`src/rtl/instr_fetch_unit.sv`:
```
// Instruction fetch unit: owns the PC, keeps an in-order prefetch queue, and handles redirect flush and HALT.
// Defining IFU_PERF_CNT_EN adds the instr_count output, a free-running count of consumed instructions.
module instr_fetch_unit #(
  parameter int                ADDR_W   = 32,
  parameter logic [ADDR_W-1:0] RESET_PC = '0,
  parameter int                QDEPTH   = 2,
  parameter int                PC_STEP  = 4
) (
  input  logic              clk,
  input  logic              rst,
  output logic              imem_req_valid,
  input  logic              imem_req_ready,
  output logic [ADDR_W-1:0] imem_req_addr,
  input  logic              imem_rsp_valid,
  input  logic [31:0]       imem_rsp_data,
  output logic              instr_valid,
  input  logic              instr_ready,
  output logic [31:0]       instruction,
  output logic [ADDR_W-1:0] instr_pc,
  input  logic              redirect_valid,
  input  logic [ADDR_W-1:0] redirect_pc,
  output logic              halted
`ifdef IFU_PERF_CNT_EN
  ,
  output logic [31:0]       instr_count
`endif
);

  localparam int PTR_W = $clog2(QDEPTH);
  localparam int CNT_W = $clog2(QDEPTH) + 1;
  localparam int SUM_W = CNT_W + 2;
  localparam logic [5:0] OP_HALT = 6'b111111;

  typedef enum logic {
    ST_RUN    = 1'b0,
    ST_HALTED = 1'b1
  } state_t;

  state_t            r_state;
  logic              r_halted;
  logic [ADDR_W-1:0] r_pc;
  logic [CNT_W-1:0]  r_occ;
  logic [CNT_W-1:0]  r_inflight;
  logic [CNT_W-1:0]  r_drop;
  logic [PTR_W-1:0]  r_head;
  logic [PTR_W-1:0]  r_tail;
  logic [PTR_W-1:0]  r_tag_rd;
  logic [PTR_W-1:0]  r_tag_wr;
  logic [31:0]       r_q_data [QDEPTH];
  logic [ADDR_W-1:0] r_q_pc   [QDEPTH];
  logic [ADDR_W-1:0] r_tag_mem[QDEPTH];

  logic [SUM_W-1:0]  w_sum;
  logic              w_req_valid;
  logic              w_req_fire;
  logic              w_rsp_push;
  logic              w_rsp_drop;
  logic              w_empty;
  logic              w_instr_fire;
  logic              w_head_halt;

  // Both handshakes are strict valid/ready: a transfer happens only in a cycle where valid and
  // ready are high together; valid never waits on ready, and data is stable while valid is held.
  // Every slot (queued, in flight, or owed as a drop) is reserved before a request is issued,
  // so a response always finds room and the queue cannot overflow.
  assign w_sum        = SUM_W'(r_occ) + SUM_W'(r_inflight) + SUM_W'(r_drop);
  assign w_req_valid  = !rst && (r_state == ST_RUN) && (w_sum < SUM_W'(QDEPTH)) && !redirect_valid;
  assign w_req_fire   = w_req_valid && imem_req_ready;
  assign w_rsp_drop   = imem_rsp_valid && (r_drop != '0);
  assign w_rsp_push   = imem_rsp_valid && (r_drop == '0) && !redirect_valid;
  assign w_empty      = (r_occ == '0);
  assign w_instr_fire = !w_empty && instr_ready;
  assign w_head_halt  = (r_q_data[r_head][31:26] == OP_HALT);

  assign imem_req_valid = w_req_valid;
  assign imem_req_addr  = r_pc;
  assign instr_valid    = !w_empty;
  assign instruction    = w_empty ? '0 : r_q_data[r_head];
  assign instr_pc       = w_empty ? '0 : r_q_pc[r_head];
  assign halted         = r_halted;

  always_ff @(posedge clk) begin
    if (rst) begin
      r_pc       <= RESET_PC;
      r_state    <= ST_RUN;
      r_halted   <= 1'b0;
      r_occ      <= '0;
      r_inflight <= '0;
      r_drop     <= '0;
      r_head     <= '0;
      r_tail     <= '0;
      r_tag_rd   <= '0;
      r_tag_wr   <= '0;
    end else if (redirect_valid) begin
      // Everything still in flight becomes a drop; a response landing now is already discarded.
      r_pc       <= redirect_pc;
      r_state    <= ST_RUN;
      r_halted   <= 1'b0;
      r_occ      <= '0;
      r_inflight <= '0;
      r_drop     <= r_drop + r_inflight - CNT_W'(imem_rsp_valid);
      r_head     <= '0;
      r_tail     <= '0;
      r_tag_rd   <= '0;
      r_tag_wr   <= '0;
    end else begin
      if (w_req_fire) begin
        r_pc     <= r_pc + ADDR_W'(PC_STEP);
        r_tag_wr <= r_tag_wr + PTR_W'(1);
      end
      if (w_rsp_drop) begin
        r_drop <= r_drop - CNT_W'(1);
      end
      if (w_rsp_push) begin
        r_tail   <= r_tail + PTR_W'(1);
        r_tag_rd <= r_tag_rd + PTR_W'(1);
      end
      r_inflight <= r_inflight + CNT_W'(w_req_fire) - CNT_W'(w_rsp_push);
      r_occ      <= r_occ + CNT_W'(w_rsp_push) - CNT_W'(w_instr_fire);
      if (w_instr_fire) begin
        r_head <= r_head + PTR_W'(1);
        if (w_head_halt) begin
          r_state  <= ST_HALTED;
          r_halted <= 1'b1;
        end
      end
    end
  end

  // The tag FIFO runs in lockstep with accepted requests, so its head is the PC of the next response.
  always_ff @(posedge clk) begin
    if (w_req_fire) begin
      r_tag_mem[r_tag_wr] <= r_pc;
    end
    if (w_rsp_push) begin
      r_q_data[r_tail] <= imem_rsp_data;
      r_q_pc[r_tail]   <= r_tag_mem[r_tag_rd];
    end
  end

`ifdef IFU_PERF_CNT_EN
  logic [31:0] r_instr_count;

  always_ff @(posedge clk) begin
    if (rst) begin
      r_instr_count <= '0;
    end else if (w_instr_fire) begin
      r_instr_count <= r_instr_count + 32'd1;
    end
  end

  assign instr_count = r_instr_count;
`endif

endmodule

```
`config.mk`:
```
export PLATFORM = sky130hd
export DESIGN_NAME = instr_fetch_unit
export DESIGN_NICKNAME = d
export VERILOG_FILES = /design/src/rtl/instr_fetch_unit.sv
export SDC_FILE = /design/constraint.sdc
export NUM_CORES = 1
export LEC_CHECK = 0
export BUFFER_PORTS_ARGS = -buffer_cell sky130_fd_sc_hd__buf_2
export CORE_UTILIZATION = 55
export CTS_CLUSTER_DIAMETER = 40
export DETAILED_ROUTE_END_ITERATION = 8
export PLACE_DENSITY = 0.84
export SETUP_SLACK_MARGIN = 0.3
export SLEW_MARGIN = 20
export SYNTH_ARGS = -nofsm -noshare
export SYNTH_HDL_FRONTEND = slang
export SYNTH_SLANG_ARGS = --single-unit
```
`constraint.sdc`:
```
create_clock -name clk -period 8.4 [get_ports clk]
set_input_delay 1.68 -clock clk [delete_from_list [all_inputs] [get_ports clk]]
set_output_delay 1.68 -clock clk [all_outputs]
set_load 0.02 [all_outputs]
```
==> results summary <==
The post-synthesis cell area came out at 0.00972 mm2. By instance count, the cell type seen most on the critical path is sky130_fd_sc_hd__inv_1. The TritonCTS sink count came out at 237.

The max-slew violation count came out at 0. The post-route core utilization came out at 0.680. The total of flip-flops plus latches after synthesis came out at 237. Across the run, the number of max-cap violations was 0. The floorplan step defined a die boundary enclosing 0.0182 mm2. The data arrival time of the worst path came out at around 2.9 ns. The fraction of layout cells with a size suffix above 1 is 0.296.

The number of nets still failing antenna checks after routing came out at 0. The floorplan die height came out at between 100 and 150 um. The count of flip-flops with a built-in enable after synthesis is 192. In the synthesized netlist, the number of instances is 700. The length in cells of the worst reg-to-reg path is 8.

The clock network latency to the later pin of the worst-skew pair is 0.53 ns. The detailed-route vias per instance is 5.58. The critical path is of the register to output port type. Setup violations remaining at the end of the flow were counted as 0. The areal power density over the cells is 244 mW/mm2. In the final routed layout, each cell accounts on average for around 18 um.

The total congestion overflow after global routing came out at 0. The signed area change from the synthesized netlist to the final layout came out at 21.0%. The total inserted antenna cells came out at 0.

For this design the top-level I/O count stands at approximately 170. Derived from the worst setup path, the maximum achievable clock frequency is 0.220 GHz. At the worst endpoint, the required time is between 6 and 7 ns. The path with the worst hold slack has its endpoint at r_head$_SDFFE_PP0P_. In this run the clock root is driven by a sky130_fd_sc_hd__clkbuf_16. In this run the critical register-to-register path is launched from r_occ[1]$_SDFF_PP0_. The HPWL reported at the end of detailed placement came out at 13.2 mm.

Counting along the longest clock path gives a buffer depth of 3. The worst-case vdd ir drop is 0.172 mV. The number of antenna violations at the first check in global routing came out at 0. The count of unique library cells instantiated by Yosys came out at 50.

The count of hold buffers inserted by post-cts repair came out at 0. The critical register-to-register path endpoint is r_tag_mem[0][3]$_DFFE_PP_. In the routed design, unresolved DRC markers number 0.

On the worst path, the slowest cell contributes a delay of 0.54 ns. The number of violations reported at the end of detailed-routing iteration 0 is 413. The post-route clock period utilization is 0.540. The sum of buffers and inverters on the critical path is 3. The static power due to leakage is 0.00441 uW. After clock tree synthesis, the repair step resized 0 gates. The kind of end point of the critical path is an output port. The post-synth net total is 781.

The first global-routing pass estimated 31.8 mm of wire. The number of global-route vias before repair was 6074. Along the worst path, the maximum fanout reaches 9. The core box area is 0.0173 mm2. The worst hold path was traced through 2 stages. The overall power consumption is 2870 uW. The last weighted congestion value of the routability-driven placer came out at around 0.87. The sequential element share of the synthesized area is 0.686. The final period demand of the worst path is 4.54 ns. TritonCTS built the clock tree. Setup repair after global routing left no endpoint under its margin.

Across all layers, the routed design uses between 6000 and 7000 vias. The setup fix buffers added after clock tree synthesis is 0. The H-tree depth reported by CTS came out at 1. The slew at the pin closest to its max-slew limit came out at just under 1 ns. The flow ran to the end, and the final reports show no timing, DRC or antenna violations. In the final timing run, aggregate negative setup slack is 0 ns. The setup clock skew after layout is around 0.02 ns. The number of buffers created by CTS is 29. The mean instance size in the synthesized netlist came out at 13.9 um2. The kind of cell with the highest combined delay along the critical path is adder cells.

The final count of hold timing violations came out at 0. The routed design has 20.4 mm of wire. The worst setup path is launched from a register. Counting flops with an async set or reset pin after synthesis yields a share of 0. In this run the worst hold path is classified as register to register. The row count came out at 48. The pin count of the biggest net entering global routing came out at 65.

The worst pin sits at a relative slew slack of 0.349. The starting density of the core came out at 0.562. The number of buffers added on ports came out at 168.

In the global route stage, overall resource usage came out at 0.229. The number of warnings reported in the yosys synthesis log is 0. The highest-delay cell along the critical path is sky130_fd_sc_hd__fa_1. The first TritonRoute pass finished after 5 iterations. The die is about 130 um wide.

The non-filler instance count after layout is between 1000 and 1500. The final layout contains ~950 nets. In this run the most critical hold path is launched from r_head$_SDFFE_PP0P_.

The most used flip-flop cell after synthesis is sky130_fd_sc_hd__edfxtp_1. In this run, placement finished with an instance count of about 1100. The minimum setup slack among reg-to-reg paths came out at 4.49 ns. The signal on the critical path passes through inv_1, fa_1, inv_1, ha_1, nor4b_4, and2_1, buf_2. The register clock-pin slew on the reported worst setup and hold paths is 0.06 ns.
-- cell families (layout without fill, tap and decap cells) --
group | after synthesis | after routing | synth area share
DFF | 237 | 237 | 0.686
and+or+nand+nor | 207 | 207 | 0.105
muxes | 99 | 99 | 0.106
AOI/OAI and AO/OA | 68 | 68 | 0.0435
buffers and inverters | 51 | 244 | 0.0211
xor gates and xnor gates | 27 | 27 | 0.0243
adders and majority gates | 11 | 11 | 0.0149
-- stage by stage --
step	worst slack (ns)	hold WS, ns	area [um2]
4_1_cts	3.85	0.507	11800
2_1_floorplan	3.07	0.472	9720
5_1_grt	3.73	0.529	11800
3_5_place_dp	4.01	0.499	10800
6_report	3.86	0.512	11800
3_3_place_gp	4.06	0.481	10800
-- area by class of cell --
type | count | area [um2]
clock inverters | 15 | 226
inverters | 17 | 63.8
flip-flops and latches | 237 | 6670
multi-input cells | 412 | 2880
clock buffers | 38 | 759
repair buffers | 174 | 886
well taps | 225 | 282
fillers | 1199 | 5530
-- state kept, by name (all words and copies together), names as in the netlist, 2 cells and up, named ones only --
name           flops
r_occ              2
r_inflight         2
r_drop             2
r_tag_mem         64
imem_req_addr     32
r_q_pc            64
r_q_data          64
-- cells in the final DEF, fill, tap and decap left out, types with 21 or more instances in the layout --
master / Yosys / final
sky130_fd_sc_hd__clkbuf_16: 0 / 29
sky130_fd_sc_hd__mux2i_1: 67 / 67
sky130_fd_sc_hd__nor2_1: 101 / 98
sky130_fd_sc_hd__dfxtp_1: 45 / 44
sky130_fd_sc_hd__mux2_2: 32 / 32
sky130_fd_sc_hd__nand2_1: 34 / 34
sky130_fd_sc_hd__a21oi_1: 22 / 22
sky130_fd_sc_hd__buf_2: 8 / 168
sky130_fd_sc_hd__xnor2_1: 21 / 21
sky130_fd_sc_hd__edfxtp_1: 192 / 192
-- worst register-to-register path: cells and delay by family (launching register included) --
kind | cells | cell delay [ns]
simple gates | 3 | 1.70
flops | 1 | 0.43
buf+inv | 3 | 0.48
fa+ha+maj | 2 | 0.87
-- synth_stat cells (5+ instances only) --
cell	instances	area share
sky130_fd_sc_hd__a31oi_1	6	0.0039
sky130_fd_sc_hd__a21oi_1	22	0.011
sky130_fd_sc_hd__buf_2	8	0.0041
sky130_fd_sc_hd__mux2_2	32	0.037
sky130_fd_sc_hd__ha_1	10	0.013
sky130_fd_sc_hd__and4_1	6	0.0054
sky130_fd_sc_hd__inv_1	16	0.0062
sky130_fd_sc_hd__mux2i_1	67	0.069
sky130_fd_sc_hd__nand2_1	34	0.013
sky130_fd_sc_hd__buf_1	5	0.0019
sky130_fd_sc_hd__nor2_1	101	0.039
sky130_fd_sc_hd__a211oi_1	5	0.0039
sky130_fd_sc_hd__xnor2_1	21	0.019
sky130_fd_sc_hd__a32oi_1	5	0.0045
sky130_fd_sc_hd__clkbuf_1	20	0.0077
sky130_fd_sc_hd__xor2_1	6	0.0054
sky130_fd_sc_hd__and2_1	8	0.0051
sky130_fd_sc_hd__nor3_1	5	0.0026
sky130_fd_sc_hd__edfxtp_1	192	0.59
sky130_fd_sc_hd__o21ai_0	14	0.0072
sky130_fd_sc_hd__nand4_1	10	0.0064
sky130_fd_sc_hd__nand3_1	12	0.0062
sky130_fd_sc_hd__dfxtp_1	45	0.093
sky130_fd_sc_hd__and3_1	10	0.0064
-- layer usage --
layer | global-route usage | up-vias | routed length [um] | share of wire
li1 | - | 2924 | - | -
met1 | 0.289 | 2969 | 8160 | 0.40
met2 | 0.390 | 298 | 9850 | 0.48
met3 | 0.0409 | 44 | 1710 | 0.084
met4 | 0.0936 | 0 | 668 | 0.033
met5 | 0 | - | 0 | 0
-- power by group --
group | switching [uW] | internal [uW]
Clock | 458 | 795
Sequential | 37.9 | 1330
Combinational | 155 | 89.9
-- how the worst max path moves through the flow --
stage / from / to / slack (ns) / cells after the start
6_report: r_occ[1]$_SDFF_PP0_ / imem_req_valid / 3.86 / 7
3_3_place_gp: rst / imem_req_valid / 4.06 / 4
5_1_grt: r_occ[1]$_SDFF_PP0_ / imem_req_valid / 3.73 / 7
4_1_cts: r_occ[1]$_SDFF_PP0_ / imem_req_valid / 3.85 / 7
2_1_floorplan: redirect_valid / r_q_data[0][0]$_DFFE_PP_ / 3.07 / 4
3_5_place_dp: rst / imem_req_valid / 4.01 / 4
(Power assumes the default switching activity.)
